[src/rtl/nto1_lane_packer_pkg.sv]
// Shared types and helpers for the N-to-1 lane packer.
// Holds the buffer state encoding and the lane popcount used to size writes.
package nto1_pkg;

  typedef enum logic [1:0] {
    ST_EMPTY = 2'd0,
    ST_FILL  = 2'd1,
    ST_READY = 2'd2
  } state_t;

  localparam int MAX_LANES = 64;

  function automatic int unsigned lane_popcount(input logic [MAX_LANES-1:0] v);
    int unsigned n;
    n = 0;
    for (int i = 0; i < MAX_LANES; i++) begin
      n = n + 32'(v[i]);
    end
    return n;
  endfunction

endpackage

[src/rtl/nto1_lane_packer.sv]
// Packs up to N_WRITERS narrow lanes per cycle into PK_WIDTH-wide words for a downstream FIFO.
// A current word (pk0) plus an overflow word (pk1) let writers keep streaming while a word is emitted.
module nto1_lane_packer
  import nto1_pkg::*;
#(
  parameter int WIDTH     = 8,
  parameter int N_WRITERS = 2,
  parameter int PK_WIDTH  = 64,
  localparam int LANES    = PK_WIDTH / WIDTH
) (
  input  logic                       i_clk,
  input  logic                       i_rst,
  input  logic [N_WRITERS-1:0]       i_wr_en,
  input  logic [N_WRITERS*WIDTH-1:0] i_wr_data,
  output logic                       o_wr_full,
  input  logic                       i_flush,
  input  logic                       i_pk_full,
  output logic                       o_pk_valid,
  output logic [PK_WIDTH-1:0]        o_pk_data,
  output logic [LANES-1:0]           o_pk_mask
);

  localparam int CW = $clog2(LANES + 1);
  localparam int SW = CW + 1;

  logic [PK_WIDTH-1:0] r_pk0;
  logic [PK_WIDTH-1:0] r_pk1;
  logic [CW-1:0]       r_cnt0;
  logic [CW-1:0]       r_cnt1;
  logic                r_flush_pend;
  state_t              r_state;
  logic                r_pk_valid;
  logic [PK_WIDTH-1:0] r_pk_data;
  logic [LANES-1:0]    r_pk_mask;

  logic [SW-1:0]         w_free;
  logic                  w_wr_full;
  logic [N_WRITERS-1:0]  w_accept;
  logic                  w_emit;
  logic [SW-1:0]         w_base;
  logic [SW-1:0]         w_total;
  int                    w_idx;
  logic [2*PK_WIDTH-1:0] w_comb;
  logic [PK_WIDTH-1:0]   w_pk0_n;
  logic [PK_WIDTH-1:0]   w_pk1_n;
  logic [CW-1:0]         w_cnt0_n;
  logic [CW-1:0]         w_cnt1_n;
  logic                  w_flush_n;
  state_t                w_state_n;
  logic [LANES-1:0]      w_lane_mask;
  logic [PK_WIDTH-1:0]   w_emit_data;

  // Refuse a whole cycle of writes unless every writer could be placed.
  assign w_free    = SW'(LANES) - SW'(r_cnt0) + SW'(LANES) - SW'(r_cnt1);
  assign w_wr_full = (w_free < SW'(N_WRITERS));
  assign w_accept  = i_wr_en & {N_WRITERS{~w_wr_full}};
  assign w_emit    = (r_state == ST_READY) && !i_pk_full;

  // While pk0 leaves this cycle, new lanes land after pk1's contents so they survive the shift.
  always_comb begin
    w_base  = w_emit ? (SW'(LANES) + SW'(r_cnt1)) : (SW'(r_cnt0) + SW'(r_cnt1));
    w_total = w_base + SW'(lane_popcount(MAX_LANES'(w_accept)));
    w_comb  = {r_pk1, r_pk0};
    w_idx   = int'(w_base);
    for (int r = 0; r < N_WRITERS; r++) begin
      if (w_accept[r]) begin
        w_comb[w_idx*WIDTH +: WIDTH] = i_wr_data[r*WIDTH +: WIDTH];
        w_idx = w_idx + 1;
      end
    end
  end

  always_comb begin
    w_pk0_n  = w_comb[PK_WIDTH-1:0];
    w_pk1_n  = w_comb[2*PK_WIDTH-1:PK_WIDTH];
    w_cnt0_n = r_cnt0;
    w_cnt1_n = r_cnt1;
    if (w_emit) begin
      w_pk0_n  = w_comb[2*PK_WIDTH-1:PK_WIDTH];
      w_pk1_n  = '0;
      w_cnt0_n = CW'(w_total - SW'(LANES));
      w_cnt1_n = '0;
    end else if (w_total >= SW'(LANES)) begin
      w_cnt0_n = CW'(LANES);
      w_cnt1_n = CW'(w_total - SW'(LANES));
    end else begin
      w_cnt0_n = CW'(w_total);
      w_cnt1_n = '0;
    end

    // A pending flush drains everything buffered, including lanes that arrive meanwhile.
    w_flush_n = r_flush_pend;
    if (w_emit && (w_cnt0_n == '0)) begin
      w_flush_n = 1'b0;
    end
    if (i_flush && (w_cnt0_n != '0)) begin
      w_flush_n = 1'b1;
    end

    if ((w_cnt0_n == CW'(LANES)) || w_flush_n) begin
      w_state_n = ST_READY;
    end else if (w_cnt0_n == '0) begin
      w_state_n = ST_EMPTY;
    end else begin
      w_state_n = ST_FILL;
    end
  end

  always_comb begin
    w_lane_mask = '0;
    w_emit_data = '0;
    for (int l = 0; l < LANES; l++) begin
      w_lane_mask[l] = (CW'(l) < r_cnt0);
      w_emit_data[l*WIDTH +: WIDTH] = w_lane_mask[l] ? r_pk0[l*WIDTH +: WIDTH] : '0;
    end
  end

  always_ff @(posedge i_clk or posedge i_rst) begin
    if (i_rst) begin
      r_pk0        <= '0;
      r_pk1        <= '0;
      r_cnt0       <= '0;
      r_cnt1       <= '0;
      r_flush_pend <= 1'b0;
      r_state      <= ST_EMPTY;
      r_pk_valid   <= 1'b0;
      r_pk_data    <= '0;
      r_pk_mask    <= '0;
    end else begin
      r_pk0        <= w_pk0_n;
      r_pk1        <= w_pk1_n;
      r_cnt0       <= w_cnt0_n;
      r_cnt1       <= w_cnt1_n;
      r_flush_pend <= w_flush_n;
      r_state      <= w_state_n;
      r_pk_valid   <= w_emit;
      if (w_emit) begin
        r_pk_data <= w_emit_data;
        r_pk_mask <= w_lane_mask;
      end
    end
  end

  assign o_wr_full  = w_wr_full;
  assign o_pk_valid = r_pk_valid;
  assign o_pk_data  = r_pk_data;
  assign o_pk_mask  = r_pk_mask;

endmodule
[config.mk]
export PLATFORM = sky130hd
export DESIGN_NAME = nto1_lane_packer
export DESIGN_NICKNAME = d
export VERILOG_FILES = /design/src/rtl/nto1_lane_packer_pkg.sv /design/src/rtl/nto1_lane_packer.sv
export SDC_FILE = /design/constraint.sdc
export NUM_CORES = 1
export LEC_CHECK = 0
export ABC_AREA = 1
export CORE_ASPECT_RATIO = 0.7
export CORE_MARGIN = 1
export CORE_UTILIZATION = 48
export CTS_CLUSTER_SIZE = 10
export DETAILED_ROUTE_END_ITERATION = 6
export PLACE_DENSITY = 0.8
export RECOVER_POWER = 50
export SYNTH_ARGS = -nofsm -noshare
export SYNTH_HDL_FRONTEND = slang
export SYNTH_SLANG_ARGS = --single-unit
[constraint.sdc]
create_clock -name i_clk -period 9.94 [get_ports i_clk]
set_clock_uncertainty 0.15 [all_clocks]
set_input_delay 0.994 -clock i_clk [delete_from_list [all_inputs] [get_ports i_clk]]
set_output_delay 0.994 -clock i_clk [all_outputs]
set_load 0.02 [all_outputs]
==> results of run 1 <==
metrics by stage:
stage               std cells  total power, uW  cell area (um^2)
finish                   2275             5146             14490
global route             2275             5494             14490
CTS                      2275             5071             14510
detailed placement       2245             4234             13840
global placement         2245             4168             13840
floorplan                1867             3368             12700
kinds of logic after synthesis:
logic type | count (synthesis)
flip-flops | 212
buffers and inverters | 337
XOR/XNOR | 3
multiplexers | 11
adder cells (fa/ha/maj) | 20
AND/OR/NAND/NOR | 1044
AO/OA/AOI/OAI | 240
final cells by class:
type | count | area (um^2)
clock inverters | 1 | 30.03
fillers | 2436 | 11320
multi-input cells | 1318 | 6110
clock buffers | 29 | 640.6
well taps | 357 | 446.7
inverters | 255 | 958.4
flip-flops and latches | 212 | 5305
repair buffers | 103 | 999.7
cells in the mapped netlist, types with 3 or more instances:
cell type | number | area, um^2
sky130_fd_sc_hd__nor2_2 | 7 | 43.79
sky130_fd_sc_hd__nand3_2 | 6 | 60.06
sky130_fd_sc_hd__clkinv_1 | 3 | 11.26
sky130_fd_sc_hd__a21oi_1 | 29 | 145.1
sky130_fd_sc_hd__nand4_1 | 55 | 344.1
sky130_fd_sc_hd__mux2i_1 | 11 | 110.1
sky130_fd_sc_hd__nand2_1 | 610 | 2290
sky130_fd_sc_hd__o21ai_0 | 168 | 840.8
sky130_fd_sc_hd__buf_2 | 18 | 90.09
sky130_fd_sc_hd__nand3_1 | 136 | 680.7
sky130_fd_sc_hd__nor2_4 | 4 | 45.04
sky130_fd_sc_hd__o211ai_1 | 4 | 30.03
sky130_fd_sc_hd__nor3_1 | 32 | 160.2
sky130_fd_sc_hd__ha_1 | 18 | 225.2
sky130_fd_sc_hd__dfrtp_1 | 212 | 5305
sky130_fd_sc_hd__clkbuf_1 | 50 | 187.7
sky130_fd_sc_hd__buf_1 | 11 | 41.29
sky130_fd_sc_hd__nor2_1 | 164 | 615.6
sky130_fd_sc_hd__o21ai_1 | 36 | 180.2
sky130_fd_sc_hd__nor4_1 | 11 | 68.82
sky130_fd_sc_hd__inv_2 | 17 | 63.81
sky130_fd_sc_hd__nand2_2 | 6 | 37.54
sky130_fd_sc_hd__inv_1 | 235 | 882.1
worst register-to-register path, stage by stage, from the launching register on:
cell and delay [ps]:
sky130_fd_sc_hd__dfrtp_1 410, sky130_fd_sc_hd__nor3_4 170, sky130_fd_sc_hd__clkbuf_1 1800, sky130_fd_sc_hd__buf_4 960, sky130_fd_sc_hd__nand2_1 250, sky130_fd_sc_hd__nand2_4 190
sky130_fd_sc_hd__nand2_1 110, sky130_fd_sc_hd__nor2_2 150, sky130_fd_sc_hd__nand3_1 90, sky130_fd_sc_hd__nand2_1 150, sky130_fd_sc_hd__nand2_1 100, sky130_fd_sc_hd__nor2_1 150
sky130_fd_sc_hd__inv_1 60, sky130_fd_sc_hd__ha_1 550, sky130_fd_sc_hd__nand4_4 290, sky130_fd_sc_hd__nor3_4 810, sky130_fd_sc_hd__nand2_1 430, sky130_fd_sc_hd__nand2_1 160
sky130_fd_sc_hd__nand2_1 70, sky130_fd_sc_hd__nand2_1 60, sky130_fd_sc_hd__nand2_1 80
final timing paths:
check                                     startpoint                        end  slack (ps)  cells past startpoint
min in group asynchronous                      i_rst   o_pk_mask[3]$_DFFE_PP0P_        1930                      2
hold reg to reg            o_pk_data[20]$_DFFE_PP0P_  o_pk_data[20]$_DFFE_PP0P_         320                      2
hold / removal             o_pk_data[20]$_DFFE_PP0P_  o_pk_data[20]$_DFFE_PP0P_         320                      2
setup / recovery                           i_pk_full        r_pk0[43]$_DFF_PP0_        2090                     21
setup reg to reg                r_state[0]$_DFF_PP0_        r_pk0[43]$_DFF_PP0_        2610                     20
max in group asynchronous                      i_rst  o_pk_data[27]$_DFFE_PP0P_        3180                      3
routing by layer:
metal / GRT usage / up-vias / wire (um)
met5: 0 / - / 0
met4: 0.07237 / 0 / 1004
met3: 0.06904 / 91 / 4195
met2: 0.4119 / 640 / 16260
met1: 0.4457 / 5856 / 18150
li1: - / 6019 / -
report_power, final:
group	switching (uW)	internal (uW)	total, uW
Sequential	115	1100	1210
Clock	343	472	815
Combinational	2330	786	3120
Total	2790	2360	5150
registers in the layout (all words and copies together) (netlist names):
signal,cells
r_pk0,64
r_cnt0,4
o_pk_mask,8
r_cnt1,4
r_state,2
r_flush_pend,1
r_pk1,64
o_pk_valid,1
o_pk_data,64
==> summary by stage, run 1 <==
Floorplan
The floorplan has 49 rows. The core region is 0.02581 mm^2. The floorplan step defined a die boundary enclosing 0.02713 mm^2. 96 I/O pins were placed. From left edge to right edge, the die measures 196.4 um. From bottom edge to top edge, the die measures 138.1 um. For this configuration, the core starts out at a cell density of 0.4922.

Route
The number of remaining DRC errors is 2. The average wire per standard cell is 17.41 um. The total iterations of the first detailed-routing run is 7.

The count of nets left with antenna violations once routing finished came out at 0. The post-detailed-route via-to-cell ratio is 5.541. The first routing iteration left 1,714 violations.

Summed over all layers, the routed wires come to 39,610 um. The routed layout has 12,610 vias.

Timing
The relative slew slack is -1.722. In the finished design, the share of the clock period the worst path needs comes to 0.7895. At the pin with the least slew margin, the transition time is 4061 ps. The count of pins over their slew limit came to 271. Setup total negative slack on the finished layout was measured at 0 ps. The number of endpoints with negative hold slack in the final report came to 0. The clock period minus worst slack is 7847 ps. The maximum operating frequency is 127.4 MHz. Setup violations remaining at the end of the flow were counted as 0.

Hold timing on the final database bottoms out at a slack of 324.0 ps. Setup repair after global routing left no endpoint under its margin. Once routing completed, OpenROAD measured the worst setup slack at 2093 ps.

Critical path
The signal arrival time at the worst endpoint is 8090 ps. In this design, the largest share of critical-path delay is due to buffers and inverters. Of all nets on the critical path, the largest fanout is 87. The critical path contains buffers and inverters numbering 4 combined. The master of the slowest instance on the critical path is sky130_fd_sc_hd__clkbuf_1. The critical path in this run is classified as input port to register. The largest single stage delay on the critical path is 1800 ps. The required time of the worst setup path is 10,190 ps. The worst setup path is launched from an input port.

The critical path's most frequent cell is sky130_fd_sc_hd__nand2_1. The category of the worst setup path capture point is a register. The critical path goes through clkdlybuf4s50_1 -> nor3_4 -> clkbuf_1 -> buf_4 -> nand2_1 -> nand2_4 -> nand2_1 -> nor2_2 -> nand3_1 -> nand2_1 -> nand2_1 -> nor2_1 -> inv_1 -> ha_1 -> nand4_4 -> nor3_4 -> nand2_1 -> nand2_1 -> nand2_1 -> nand2_1 -> nand2_1.

CTS
The TritonCTS buffer count is 25. The root buffer cell chosen for the clock tree is sky130_fd_sc_hd__clkbuf_16. The clock input transition at the sequential cells of the worst setup and hold paths is 60 ps. In this run the number of H-tree levels came out at 1. Post-CTS repair changed the size of 0 cells. The later-pin clock latency in the skew report is 530 ps. The clock net in this run drives a total of 212 sinks. The number of setup buffers added after CTS is 0. No sink is reached through more buffers than the 3 on the longest clock path.

TritonCTS built the clock tree. For this design, the CTS-stage hold fixing added 0 buffers.

Place
The worst-case setup slack after placement is 3088 ps. Summed over all nets, the half-perimeter wirelength after detailed placement is 27,960 um. The congestion estimate from routability-driven global placement came to 0.9885. The port buffer count is 95.

Status
The final reports fail on DRC, capacitance limit, slew limit. The flow ran to the end, but the final reports show violations.

Job
Across the run, the number of max-cap violations was 4.

Finish
Leaving out fill and tap cells, the most frequent cell in the layout is sky130_fd_sc_hd__nand2_1. The number of antenna diodes in the final layout is 0. From synthesis to final layout, the design area changed by 14.06%.

In the final layout, the share of cells above drive strength 1 is 0.04275. At the end of the flow the core is filled with cells to 0.5614. In the layout the commonest cells are sky130_fd_sc_hd__nand2_1, sky130_fd_sc_hd__inv_1, sky130_fd_sc_hd__dfrtp_1. For this run, the post-layout net count is 1,957.

Synth
The area of the mapped netlist is 0.01270 mm^2. The main combinational cell family by area after synthesis is simple AND/OR/NAND/NOR gates. The synthesized-area fraction occupied by adder cells is 0.02088. Of the total synthesized cell area, the portion taken by XOR and XNOR cells is 0.002068.

In the synthesized netlist the dominant register cell turns out to be sky130_fd_sc_hd__dfrtp_1. The post-synth net total is 1,909. The Yosys step of the flow raised 0 warnings. The post-synthesis compound-gate area fraction is 0.09633. The simple-gate share of the synthesized area is 0.3519. Yosys mapped a number of flops with a built-in enable equal to 0. Synthesis produced a netlist whose cell count is 1,867.

The post-synthesis async set-or-reset flop share is 1.000. The synthesized flop and latch total is 212. The multiplexer area fraction after synthesis is 0.008667. The unique cell type count in the Yosys netlist is 40. The mean instance size in the synthesized netlist is 6.804 um^2. Of the synthesized area, sequential elements account for 0.4176.

Global routing
Global routing finished with a remaining overflow of 0. Across every metal layer, demand over resource in global routing totals 0.2918. The pin count of the biggest net entering global routing is 89. The wire length of the first global-routing pass is 62,640 um. The number of antenna violations at the first check in global routing is 0. The number of global-route vias before repair is 11,380.

Worst hold path
The worst hold path belongs to the class register to register.

Pwr
The static leakage power is 0.007677 uW. The largest vdd supply drop is 0.0002391 V. In this run the power density over the cells is 355.1 mW/mm^2.
(Power assumes the default switching activity.)
==> run 2: changes to the inputs <==
PLACE_DENSITY = 0.82   (was 0.8)
clock period = 6.6 ns   (was 9.94 ns; I/O delays follow)
==> run 2 against run 1 <==
Net effect:
- the run still ends with DRC, capacitance limit, slew limit left
- worst hold slack worse by 1.5 ps
- first-iteration DRC count is 1.6% higher
- final area is 0.34% higher
- clock power is 46% higher
==> summary by stage, run 2 (synthesis results as in run 1) <==
Finish
Leaving out fill and tap cells, the most frequent cells in the layout are sky130_fd_sc_hd__nand2_1, sky130_fd_sc_hd__inv_1, sky130_fd_sc_hd__dfrtp_1. The most frequent standard cell in the layout excluding fill and tap cells is sky130_fd_sc_hd__nand2_1. The net count of the finished layout is 1,966.

Excluding fillers, the count of instances in the completed layout stands at 2,284. The repair_antennas step left the layout with diodes totalling 0. The final cell utilization of the core is 0.5633. The relative area change from synthesis to final layout is 14.45%. The share of cells above drive strength 1 is 0.04878.

Route
The routed layout has 12,800 vias. Once detail routing completed, the nets flagged for antenna violations numbered 0. In the final routed layout, each cell accounts on average for 17.11 um. Before antenna repair, the detailed router went through 7 iterations. After detailed routing, the number of vias per cell comes to 5.603. Wires add up to 39,090 um.

In this run, the number of DRC markers left after iteration 0 of detailed routing was 1,741. After detailed routing, the number of remaining DRC violations is 1.

Global routing
The number of global-route vias before repair is 11,480. The total overflow left after global routing is 0. The total global-route track usage is 0.2866. The pin count of the biggest net entering global routing is 108. The wire length of the first global-routing pass is 62,040 um.

The number of antenna violations at the first check in global routing was 0.

Timing
The number of endpoints with negative hold slack in the final report is 0. The setup total negative slack is 0 ps. The count of final setup violators is 0. Setup repair after global routing left no endpoint under its margin.

The count of pins over their slew limit is 217. The clock period minus worst slack is 5877 ps. Dividing the final minimum period by the clock period gives 0.8905. The measured slew at the worst slew-check pin is 2710 ps. Timing would allow up to 170.1 MHz.

The relative slew slack is -0.8064.

Critical path
The critical path is of the register to register type. The worst setup path is captured at a register. In this run the worst path has a maximum fanout of 19.

For the worst setup path, the data arrival time is 6100 ps. For the worst setup path, the data required time is 6820 ps. The startpoint type of the worst setup path is a register.

Pwr
In this run the static leakage power is 0.007850 uW. For this design the total switching power over the nets is 4216 uW. The switching part of the total is 0.5438. The share of total power dissipated in the clock network is 0.153. Power spread over the standard cell area amounts to 533.3 mW/mm^2. The worst-case IR drop observed on VDD is 0.0004729 V. The combinational fraction of design power is 0.614. The internal power of the cells totals 3538 uW. The portion of total power attributed to sequential cells is 0.233.

Place
Routability-driven placement finished with a final weighted congestion of 1.024. The port buffer count is 95. The placed wire-length estimate after detailed placement is 27,340 um. The total instance count after detailed placement is 2,254.

CTS
The clock input transition at the sequential cells of the worst setup and hold paths is 60 ps. The TritonCTS buffer count is 25. The master cell of the clock root buffer is sky130_fd_sc_hd__clkbuf_16. TritonCTS built the clock tree. For the worst-skew pair, the clock arrives at the later sink with an insertion delay of 530 ps. The maximum level of the CTS H-tree is 1. The post-cts sizing count is 0. The post-CTS setup buffer count is 0. The hold-fix buffer count after cts is 0. In this run the deepest clock path goes through 3 buffers. The clock net sink count is 212.

Floorplan
For this configuration, the core starts out at a cell density of 0.4922. The y dimension of the die is 138.1 um. Row generation in the floorplan step produced 49 rows.

The die is 196.4 um wide. For this design the top-level I/O count stands at 96. The core region is 0.02581 mm^2.

The full die area is 0.02713 mm^2.

Job
The number of maximum-capacitance constraint violations is 3.

Status
The checks that failed: DRC, capacitance limit, slew limit. The flow ran to the end, but the final reports show violations.

Worst hold path
The tightest min-delay check is of the register to register type.
-- run 2: cell count changes in the layout (fill, tap and decap cells not counted) --
| cell | before | now |
|---|---|---|
| sky130_fd_sc_hd__nand2_4 | 3 | 2 |
| sky130_fd_sc_hd__clkbuf_1 | 7 | 3 |
| sky130_fd_sc_hd__o21ai_1 | 35 | 36 |
| sky130_fd_sc_hd__o21ai_0 | 169 | 168 |
| sky130_fd_sc_hd__clkdlybuf4s50_1 | 64 | 20 |
| sky130_fd_sc_hd__nand2_1 | 609 | 610 |
| sky130_fd_sc_hd__bufinv_16 | 1 | 0 |
| sky130_fd_sc_hd__dlygate4sd3_1 | 31 | 75 |
| sky130_fd_sc_hd__inv_6 | 0 | 1 |
| sky130_fd_sc_hd__clkbuf_2 | 0 | 2 |
| sky130_fd_sc_hd__buf_4 | 5 | 15 |
| sky130_fd_sc_hd__clkinvlp_4 | 0 | 1 |
-- run 2: power groups by stage --
stage	sequential [uW]	combinational (uW)	clock [uW]
floorplan	1930	3140	0
global placement	1820	4520	0
detailed placement	1830	4600	0
CTS	1810	4630	1200
global route	1840	5160	1260
finish	1810	4760	1190
-- run 2: final timing paths --
check,start,to,slack (ps),cells after the start
setup / recovery,r_cnt0[2]$_DFF_PP0_,r_pk0[3]$_DFF_PP0_,720,26
max in group asynchronous,i_rst,o_pk_data[10]$_DFFE_PP0P_,2200,3
min in group asynchronous,i_rst,o_pk_data[44]$_DFFE_PP0P_,830,2
hold / removal,o_pk_mask[6]$_DFFE_PP0P_,o_pk_mask[6]$_DFFE_PP0P_,320,2
hold reg to reg,o_pk_mask[6]$_DFFE_PP0P_,o_pk_mask[6]$_DFFE_PP0P_,320,2
setup reg to reg,r_cnt0[2]$_DFF_PP0_,r_pk0[3]$_DFF_PP0_,720,26
-- run 2: stage by stage --
stage / hold slack [ps] / power (uW) / area, um^2 / setup WS [ps]
final: 322.5 / 7754 / 14540 / 722.7
after detailed placement: 316.4 / 6436 / 13910 / 867.7
after floorplan: 313.5 / 5072 / 12710 / 1403
after global routing: 346.8 / 8258 / 14540 / 182.3
after CTS: 331.2 / 7646 / 14570 / 853.4
after global placement: 312.1 / 6344 / 13910 / 1026
-- run 2: layer usage --
| layer | track usage | vias to the layer above | wire [um] |
|---|---|---|---|
| li1 | - | 6002 | - |
| met4 | 0.07977 | 0 | 1119 |
| met1 | 0.4323 | 5951 | 16900 |
| met2 | 0.4140 | 740 | 16210 |
| met3 | 0.05904 | 104 | 4853 |
| met5 | 0 | - | 0 |
-- run 2: worst max-delay path: stages, from the launching register on --
cell and delay [ps]:
sky130_fd_sc_hd__dfrtp_1 410, sky130_fd_sc_hd__inv_1 90, sky130_fd_sc_hd__ha_1 430, sky130_fd_sc_hd__nand2_1 140
sky130_fd_sc_hd__and2_1 160, sky130_fd_sc_hd__ha_1 280, sky130_fd_sc_hd__nor2_1 90, sky130_fd_sc_hd__nand2_1 60
sky130_fd_sc_hd__nor2_1 130, sky130_fd_sc_hd__nand3_2 190, sky130_fd_sc_hd__nand2_4 160, sky130_fd_sc_hd__inv_2 150
sky130_fd_sc_hd__ha_1 380, sky130_fd_sc_hd__inv_2 290, sky130_fd_sc_hd__nand3_1 140, sky130_fd_sc_hd__nor2_1 140
sky130_fd_sc_hd__nand2_1 100, sky130_fd_sc_hd__nor2_1 130, sky130_fd_sc_hd__inv_1 60, sky130_fd_sc_hd__ha_1 550
sky130_fd_sc_hd__nand4_4 290, sky130_fd_sc_hd__nor2_2 270, sky130_fd_sc_hd__nand2_1 310, sky130_fd_sc_hd__inv_1 220
sky130_fd_sc_hd__o21ai_0 130, sky130_fd_sc_hd__nand2_1 170, sky130_fd_sc_hd__o21ai_1 80
-- run 2: final cells by class --
cell class | instances | area [um^2]
fill | 2426 | 11270
multi-input combinational | 1318 | 6102
sequential | 212 | 5305
timing repair buffer | 112 | 1074
inverter | 255 | 958.4
clock buffer | 28 | 636.9
tap | 357 | 446.7
clock inverter | 2 | 16.27
